**config.mk**
```make
export PLATFORM = sky130hd
export DESIGN_NAME = mem_arbiter
export DESIGN_NICKNAME = d
export VERILOG_FILES = /design/src/rtl/mem_arbiter.sv
export SDC_FILE = /design/constraint.sdc
export NUM_CORES = 1
export LEC_CHECK = 0
export CORE_AREA = 2 2 203 205
export DETAILED_ROUTE_END_ITERATION = 16
export DIE_AREA = 0 0 205 207
export PLACE_DENSITY = 0.69
export SYNTH_ARGS = -nofsm -noshare
export SYNTH_HDL_FRONTEND = slang
export SYNTH_SLANG_ARGS = --single-unit
export TNS_END_PERCENT = 10
```
**constraint.sdc**
```tcl
create_clock -name clock -period 7.2 [get_ports clock]
set_input_delay 0.72 -clock clock [delete_from_list [all_inputs] [get_ports clock]]
set_output_delay 0.72 -clock clock [all_outputs]
set_load 0.1 [all_outputs]
```
**src/rtl/mem_arbiter.sv**
```systemverilog
// Round-robin arbiter sharing one downstream memory port between four CPU requesters.
// Requests are buffered per port and serialised with a single outstanding transaction.
package mem_arbiter_pkg;
  localparam int unsigned ADDR_W = 32;
  localparam int unsigned DATA_W = 32;
  localparam int unsigned STRB_W = DATA_W / 8;

  typedef struct packed {
    logic              mem_valid;
    logic              mem_instr;
    logic [ADDR_W-1:0] mem_addr;
    logic [DATA_W-1:0] mem_wdata;
    logic [STRB_W-1:0] mem_wstrb;
  } mem_in_type;

  typedef struct packed {
    logic              mem_ready;
    logic              mem_error;
    logic [DATA_W-1:0] mem_rdata;
  } mem_out_type;

  localparam mem_in_type  init_mem_in  = '0;
  localparam mem_out_type init_mem_out = '0;
endpackage

module mem_arbiter
  import mem_arbiter_pkg::*;
#(
  parameter int unsigned timeout = 1024
) (
  input  logic        reset,
  input  logic        clock,
  input  mem_in_type  req0_in,
  input  mem_in_type  req1_in,
  input  mem_in_type  req2_in,
  input  mem_in_type  req3_in,
  output mem_out_type req0_out,
  output mem_out_type req1_out,
  output mem_out_type req2_out,
  output mem_out_type req3_out,
  output mem_in_type  mem_in,
  input  mem_out_type mem_out
);
  localparam int unsigned NUM_PORTS = 4;
  localparam int unsigned CNT_W     = $clog2(timeout) + 1;
  localparam logic [CNT_W-1:0] CNT_LAST = CNT_W'(timeout - 1);
  localparam logic [CNT_W-1:0] CNT_MAX  = '1;

  typedef enum logic [1:0] {IDLE, ISSUE, WAIT} state_t;

  state_t           state;
  state_t           state_nxt;
  mem_in_type       req_in  [NUM_PORTS];
  mem_out_type      req_out [NUM_PORTS];
  mem_in_type       req_buf [NUM_PORTS];
  logic [3:0]       pend;
  logic [1:0]       sel;
  logic [1:0]       last;
  logic [1:0]       pick;
  logic [1:0]       idx;
  logic             pick_valid;
  logic [CNT_W-1:0] cnt;
  logic             done;
  mem_out_type      done_rsp;

  assign req_in[0] = req0_in;
  assign req_in[1] = req1_in;
  assign req_in[2] = req2_in;
  assign req_in[3] = req3_in;
  assign req0_out  = req_out[0];
  assign req1_out  = req_out[1];
  assign req2_out  = req_out[2];
  assign req3_out  = req_out[3];

  // Lowest index after the last served port wins; last itself is scanned last.
  always_comb begin
    pick       = last;
    pick_valid = 1'b0;
    idx        = '0;
    for (int i = NUM_PORTS; i >= 1; i--) begin
      idx = last + 2'(i);
      if (pend[idx]) begin
        pick       = idx;
        pick_valid = 1'b1;
      end
    end
  end

  always_ff @(posedge clock) begin
    if (!reset) state <= IDLE;
    else        state <= state_nxt;
  end

  // Next state, downstream request and completion routing.
  always_comb begin
    state_nxt = state;
    done      = 1'b0;
    done_rsp  = init_mem_out;
    mem_in    = init_mem_in;
    for (int p = 0; p < NUM_PORTS; p++) req_out[p] = init_mem_out;
    case (state)
      IDLE: begin
        if (pick_valid) state_nxt = ISSUE;
      end
      ISSUE: begin
        mem_in           = req_buf[sel];
        mem_in.mem_valid = 1'b1;
        state_nxt        = WAIT;
      end
      WAIT: begin
        mem_in           = req_buf[sel];
        mem_in.mem_valid = 1'b0;
        if (mem_out.mem_ready) begin
          done     = 1'b1;
          done_rsp = mem_out;
        end else if (cnt == CNT_LAST) begin
          done               = 1'b1;
          done_rsp.mem_ready = 1'b1;
          done_rsp.mem_error = 1'b1;
        end
        if (done) begin
          req_out[sel] = done_rsp;
          state_nxt    = IDLE;
        end
      end
      default: state_nxt = IDLE;
    endcase
  end

  // Capture buffers: a valid on the completing port refills its buffer in the same cycle.
  always_ff @(posedge clock) begin
    if (!reset) begin
      pend <= '0;
      for (int p = 0; p < NUM_PORTS; p++) req_buf[p] <= init_mem_in;
      last <= 2'd3;
      sel  <= 2'd0;
      cnt  <= '0;
    end else begin
      for (int p = 0; p < NUM_PORTS; p++) begin
        if (req_in[p].mem_valid && (!pend[p] || (done && sel == 2'(p)))) begin
          req_buf[p] <= req_in[p];
          pend[p]    <= 1'b1;
        end else if (done && sel == 2'(p)) begin
          pend[p] <= 1'b0;
        end
      end
      if (state == IDLE && pick_valid) sel <= pick;
      if (done) last <= sel;
      if (state == ISSUE)                     cnt <= '0;
      else if (state == WAIT && cnt != CNT_MAX) cnt <= cnt + CNT_W'(1);
    end
  end
endmodule

```
==> summary.md, run 1 <==
| Metric | Value |
|---|---|
| Measured slew at the worst slew-check pin | `approximately 1200 ps` |
| Placed insts | `between 2000 and 2500` |
| Reg-to-reg startpoint | `state[0]` |
| EDFF count, synth | `276` |
| CP required | `approximately 6500 ps` |
| Post-DRT Antenna Nets | `0` |
| Synthesized net count | `between 1000 and 1500` |
| Post-synth top area cell | `edfxtp_1` |
| Final setup violation count | `0` |
| Fmax | `approximately 0.20 GHz` |
| Clk Latency, worst-skew pair | `530 ps` |
| CTS tree | `done` |
| Hold_ws | `approximately 490 ps` |
| Hold Path Class | `flip-flop to flip-flop` |
| Worst Setup SP | `mem_out[33]` |
| Mapped Area | `between 10000 and 15000 um2` |
| Count leader, synth | `edfxtp_1` |
| Post-route setup TNS | `0 ps` |
| Worst vdd ir | `~0.12 mV` |
| Hpwl dp | `approximately 34000 um` |
| Met1 wire length | `between 15000 and 20000 um` |
| Hold Crit Start | `state[1]` |
| Startpoint class of the critical path | `input pin` |
| Number of global-route vias before repair | `approximately 12000` |
| Die width | `just over 200 um` |
| Row count | `between 70 and 80` |
| Min Clock Period, post-route | `5066 ps` |
| Pin count of the biggest net entering global routing | `72` |
| Worst-path clk slew | `50 ps` |
| Die Height | `approximately 210 um` |
| Period Utilization, post-route | `~70%` |
| Most used cell, CP | `clkdlybuf4s50_1` |
| Buf/Inv on CP | `2` |
| Max stage delay on crit path | `1130 ps` |
| Critical Path Slowest Stage Cell | `clkdlybuf4s50_1` |
| Hold Crit Depth | `2` |
| Die area | `roughly 42000 um2` |
| Post-place setup slack | `around 2000 ps` |
| Post-Syn Instances | `about 1100` |
| CORE AREA | `between 40000 and 50000 um2` |
| Tot GR Track Use | `23.81%` |
| Post-cts gate resize count | `0` |
| PortBufs | `521` |
| WL final | `between 50000 and 60000 um` |
| Setup bufs post-CTS | `0` |
| Met2 WL post-DR | `about 27000 um` |
| Pwr Density | `about 230 nW/um2` |
| Initial antenna violation count | `7` |
| H-Tree Depth | `2` |
| Worst setup EP type | `primary output` |
| TritonRoute pass-1 iters | `4` |
| Final count of hold timing violations | `0` |
| Syn Area/Cell | `between 10 and 15 um2` |
| Fraction of registers with async set/reset | `0%` |
| Highest routed metal layer | `met5` |
| Initial drt markers | `slightly above 700` |
| Ports | `between 500 and 600` |
| Setup WS post-layout | `2134 ps` |
| R2R cell count | `7` |
| CTS Root Cell | `clkbuf_16` |
| Synth cell count leaders | `edfxtp_1, and3_1, and2_1` |
| Seq/Total Area, Yosys | `approximately 60%` |
| Yosys warnings | `0` |
| RSZ-0062 raised after global routing | `no` |
| Hold buffers post-CTS | `0` |
| Slew Viols, Final | `0` |
| Initial Utilization | `35.98%` |
| First-pass GRT wire length | `between 70000 and 80000 um` |
| Delay-heaviest family, CP | `buffers and inverters` |
| Vias | `about 11000` |
| CTS buffer count | `35` |
| Overflow after GRT | `0` |
| Ratio of cells with drive above 1 in the final layout | `9.784%` |
| Synth Register Bits | `299` |
| Data arrival time of the worst path | `roughly 4400 ps` |
| Outcome | `finished, final reports clean` |
| Leak | `about 8.4 nW` |
| Synth Flop Type | `edfxtp_1` |
| Sink Count | `around 300` |
| R2r setup slk | `about 3100 ps` |
| Finished Layout Cells | `between 2000 and 2500` |
| Vias/cell | `approximately 5.3` |
| Final RePlAce weighted congestion | `~0.85` |
| Area Overhead vs Synth | `46.64%` |
| Crit Path Max Fanout | `35` |
| Max-slew headroom | `between 20 and 25%` |
| Met3 wire len | `between 4000 and 5000 um` |
| Top post-synthesis cells by area | `edfxtp_1, mux4_2, and3_1` |
| WL per Instance | `between 20 and 25 um` |
| Worst path cell trace | `clkdlybuf4s50_1 -> nand2_1 -> nor2_2 -> and2_1 -> clkdlybuf4s50_1` |
| Nets | `roughly 1900` |
| Hold path endpoint | `state[1]` |
| Worst Skew | `21.00 ps` |
| Area share of the largest cell type after synthesis | `57.07%` |
| DR DRC count | `0` |
| CP Class | `input pin to primary output` |
| MaxCap Viol Count | `0` |
| Netlist cell types | `47` |
| R2R Path End | `req_buf[3][30]` |
| Max clock buf depth | `3` |
-- area by class of cell --
cell class / count / area (um2)
Inverter: 17 / 63.81
Fill cell: 3438 / 19070
Tap cell: 532 / 665.6
Clock inverter: 19 / 158.9
Multi-Input combinational cell: 657 / 5356
Timing Repair Buffer: 538 / 5340
Sequential cell: 299 / 8756
Clock buffer: 44 / 940.9
Antenna cell: 6 / 15.01
-- worst reg2reg max path, cell delays in order (launching register included) --
cell,delay [ps]
dfxtp_1,310
inv_1,100
ha_1,390
nand2_1,210
nor2_2,900
a311o_2,230
buf_4,600
a21o_4,900
-- cell families (layout without fill, tap and decap cells) --
logic type | Yosys count | count (layout) | synth area share, %
adder cells (fa/ha/maj) | 4 | 4 | 0.3446
buffers and inverters | 112 | 618 | 3.394
AND/OR/NAND/NOR | 530 | 530 | 22.46
AO/OA/AOI/OAI | 48 | 48 | 2.473
other | 0 | 6 | 0
XOR/XNOR | 3 | 3 | 0.1810
flip-flops | 299 | 299 | 60.24
multiplexers | 72 | 72 | 10.91
-- where the power goes --
part           internal, mW  switching, mW  total (mW)
clock                  1.00          0.710        1.71
sequential             2.04         0.0829        2.12
combinational         0.435          0.601        1.04
total                  3.48           1.39        4.87
-- metrics by stage --
step | power, mW | cell area (um2) | utilization (%)
2_1_floorplan | 2.793 | 14520 | -
3_3_place_gp | 3.196 | 20180 | 49.99
3_5_place_dp | 3.205 | 20180 | 49.99
4_1_cts | 4.904 | 21280 | 52.72
5_1_grt | 5.026 | 21290 | 52.75
6_report | 4.872 | 21300 | 52.76
-- registers in the layout, summed over array words and instances (netlist names), named ones only --
| signal | count |
|---|---|
| req_buf | 276 |
| cnt | 11 |
| pend | 4 |
| last | 2 |
| sel | 2 |
| state | 2 |
-- cells in the final DEF (no fill, tap or decap), types with 4 or more instances in the layout --
cell type          n
buf_4             18
clkinv_2           4
nand2b_1           7
inv_1             17
nand3_1            4
and3_1           241
or3_1              5
o21ai_0            6
dfxtp_1           21
nor2b_1           71
and2_1           166
a21oi_1           13
a211oi_1           4
clkdlybuf4s50_1  520
nand2_1            8
ha_1               4
nor2_1            14
edfxtp_1         276
clkinv_1           8
diode_2            6
clkbuf_16         36
mux4_2            69
clkbuf_1           7
-- worst max path at each step --
| stage | to | slack [ps] | cells after the start |
|---|---|---|---|
| 2_1_floorplan | req_buf[0][0] | 270 | 5 |
| 3_3_place_gp | req_buf[3][27] | 2180 | 6 |
| 3_5_place_dp | req_buf[3][29] | 2010 | 6 |
| 4_1_cts | req3_out[3] | 2120 | 5 |
| 5_1_grt | req3_out[19] | 1870 | 5 |
| 6_report | req3_out[19] | 2130 | 5 |
-- routing by layer --
| layer | vias up | GRT usage (%) |
|---|---|---|
| met2 | 588 | 42.02 |
| li1 | 4950 | - |
| met5 | - | 0 |
| met1 | 5488 | 27.08 |
| met4 | 4 | 11.29 |
| met3 | 107 | 5.475 |
(Power assumes the default switching activity.)
==> run 2, diff against run 1 <==
==> constraint.sdc (replaced) <==
create_clock -name clock -period 4.4 [get_ports clock]
set_input_delay 0.44 -clock clock [delete_from_list [all_inputs] [get_ports clock]]
set_output_delay 0.44 -clock clock [all_outputs]
set_load 0.1 [all_outputs]
==> run 2 against run 1 <==
Compared with the run above:
- hold slack better by 19 ps
- count of clock-buffer cells in the layout fell by 4
- flip-flop and latch count stayed put
- final area up 5.1%
- combinational power increased by 68%
- power increased by 68%
- register-to-register slack lost 1900 ps
- clock power grew 73%
- critical path depth grew 1
- critical path type is now flip-flop to primary output
- largest cell class unchanged
- highest routed layer is now met4
==> summary.md, run 2 (same netlist as run 1, synthesis figures left out) <==
| Metric | Value |
|---|---|
| Outcome | `finished, final reports clean` |
| Final count of hold timing violations | `0` |
| Worst-path clk slew | `about 60 ps` |
| WL final | `roughly 52000 um` |
| Layout Utilization | `~55%` |
| Hold Path Class | `flip-flop to flip-flop` |
| Die area | `42440 um2` |
| Die width | `just over 200 um` |
| Max reg flops | `276` |
| # fillers | `~3300` |
| Final RePlAce weighted congestion | `between 0.8 and 0.9` |
| Initial Utilization | `35.98%` |
| Measured slew at the worst slew-check pin | `around 1100 ps` |
| Initial drt markers | `between 800 and 900` |
| Sink Count | `approximately 300` |
| Overflow after GRT | `0` |
| Die Height | `slightly above 200 um` |
| RSZ-0062 raised after global routing | `no` |
| WL per Instance | `roughly 25 um` |
| Slew Viols, Final | `0` |
| Most frequent cells in the layout | `clkdlybuf4s50_1, edfxtp_1, and3_1, and2_1, buf_12` |
| Worst setup EP type | `primary output` |
| Leak | `roughly 9 nW` |
| PortBufs | `between 500 and 600` |
| Hold buffers post-CTS | `0` |
| Hpwl dp | `~35000 um` |
| Pin count of the biggest net entering global routing | `roughly 70` |
| DR DRC count | `0` |
| CP required | `between 3000 and 4000 ps` |
| Fmax | `0.2635 GHz` |
| H-Tree Depth | `2` |
| Tot GR Track Use | `24.29%` |
| Max clock buf depth | `3` |
| CP Class | `flip-flop to primary output` |
| Row count | `74` |
| Clk Latency, worst-skew pair | `between 500 and 600 ps` |
| Post-cts gate resize count | `0` |
| Worst vdd ir | `~0.23 mV` |
| Area of the multi-input gates | `5356 um2` |
| MaxCap Viol Count | `0` |
| Pwr Density | `~370 nW/um2` |
| Post-DRT Antenna Nets | `0` |
| Min Clock Period, post-route | `between 3000 and 4000 ps` |
| Ports | `approximately 520` |
| Final setup violation count | `0` |
| Commonest non-fill, non-tap cell in the layout | `clkdlybuf4s50_1` |
| Largest Register | `req_buf` |
| Register area | `~8800 um2` |
| Reg-to-reg startpoint | `state[0]` |
| Startpoint class of the critical path | `flip-flop` |
| First-pass GRT wire length | `between 70000 and 80000 um` |
| Data arrival time of the worst path | `between 3000 and 4000 ps` |
| Period Utilization, post-route | `86.25%` |
| Vias | `11170` |
| Worst Skew | `around 18 ps` |
| CTS Root Cell | `clkbuf_16` |
| Top flop regs | `req_buf x276, cnt x11, pend x4` |
| Worst Setup SP | `state[0]` |
| CTS buffer count | `35` |
| Vias/cell | `between 5 and 6` |
| Post-route setup TNS | `0 ps` |
| TritonRoute pass-1 iters | `5` |
| Number of global-route vias before repair | `between 10000 and 15000` |
| Ratio of cells with drive above 1 in the final layout | `between 10% and 20%` |
| Crit Path Max Fanout | `49` |
| Initial antenna violation count | `11` |
| Hold Crit Start | `state[1]` |
| Max-slew headroom | `28.31%` |
| Area Overhead vs Synth | `54.17%` |
| Setup bufs post-CTS | `0` |
| Nets | `approximately 1900` |
| CTS tree | `done` |
| CORE AREA | `between 40000 and 50000 um2` |
run 2: stage by stage:
step	worst slack [ps]	instance area [um2]	hold slack (ps)	cells	total power, mW
after floorplan	553.5	14530	451.5	1068	4.566
after global placement	1148	21210	467.0	2055	5.267
after detailed placement	1132	21210	487.6	2055	5.286
after CTS	571.3	22360	514.8	2116	8.256
after global routing	471.7	22390	523.9	2125	8.437
final	605.0	22390	509.1	2126	8.173
run 2: layout make-up:
type                            instances  area share (%)
Sequential cell                       299           39.11
Timing Repair Buffer                  550           28.42
Multi-Input combinational cell        657           23.92
Clock buffer                           40           4.091
Tap cell                              532           2.973
Clock inverter                         21           1.084
Inverter                               17          0.2850
Antenna cell                           10          0.1118
run 2: worst max-delay path, stage by stage (launching register included):
cell and delay (ps):
dfxtp_1 310, inv_1 100, ha_1 430, o21ai_4 80, buf_4 350, nor2b_1 350, clkdlybuf4s50_1 1200
run 2: final timing paths:
check / slack, ps / depth (start not counted) / end
max: 600 / 6 / mem_in[5]
min: 510 / 2 / state[1]
max reg2reg: 1270 / 7 / req_buf[2][35]
min reg2reg: 510 / 2 / state[1]
run 2: where the power goes:
group,switching [mW],internal (mW)
Sequential,0.122,3.34
Clock,1.17,1.79
Combinational,1.00,0.748
Total,2.30,5.88
run 2: per-layer routing:
| layer | vias to the layer above | track usage [%] | wire, um |
|---|---|---|---|
| met5 | - | 0 | 0 |
| met4 | 0 | 9.104 | 1664 |
| met3 | 87 | 5.554 | 4180 |
| met2 | 547 | 42.57 | 26990 |
| met1 | 5557 | 28.91 | 19570 |
| li1 | 4983 | - | - |
==> run 3, diff against run 2 <==
--- a/config.mk
+++ b/config.mk
@@ -8,6 +8,7 @@
 export CORE_AREA = 2 2 203 205
 export DETAILED_ROUTE_END_ITERATION = 16
 export DIE_AREA = 0 0 205 207
+export HOLD_SLACK_MARGIN = 0.05
 export PLACE_DENSITY = 0.69
 export SYNTH_ARGS = -nofsm -noshare
 export SYNTH_HDL_FRONTEND = slang
==> results of run 3 <==
The final DEF is identical to that of run 2; final timing and power are the same.
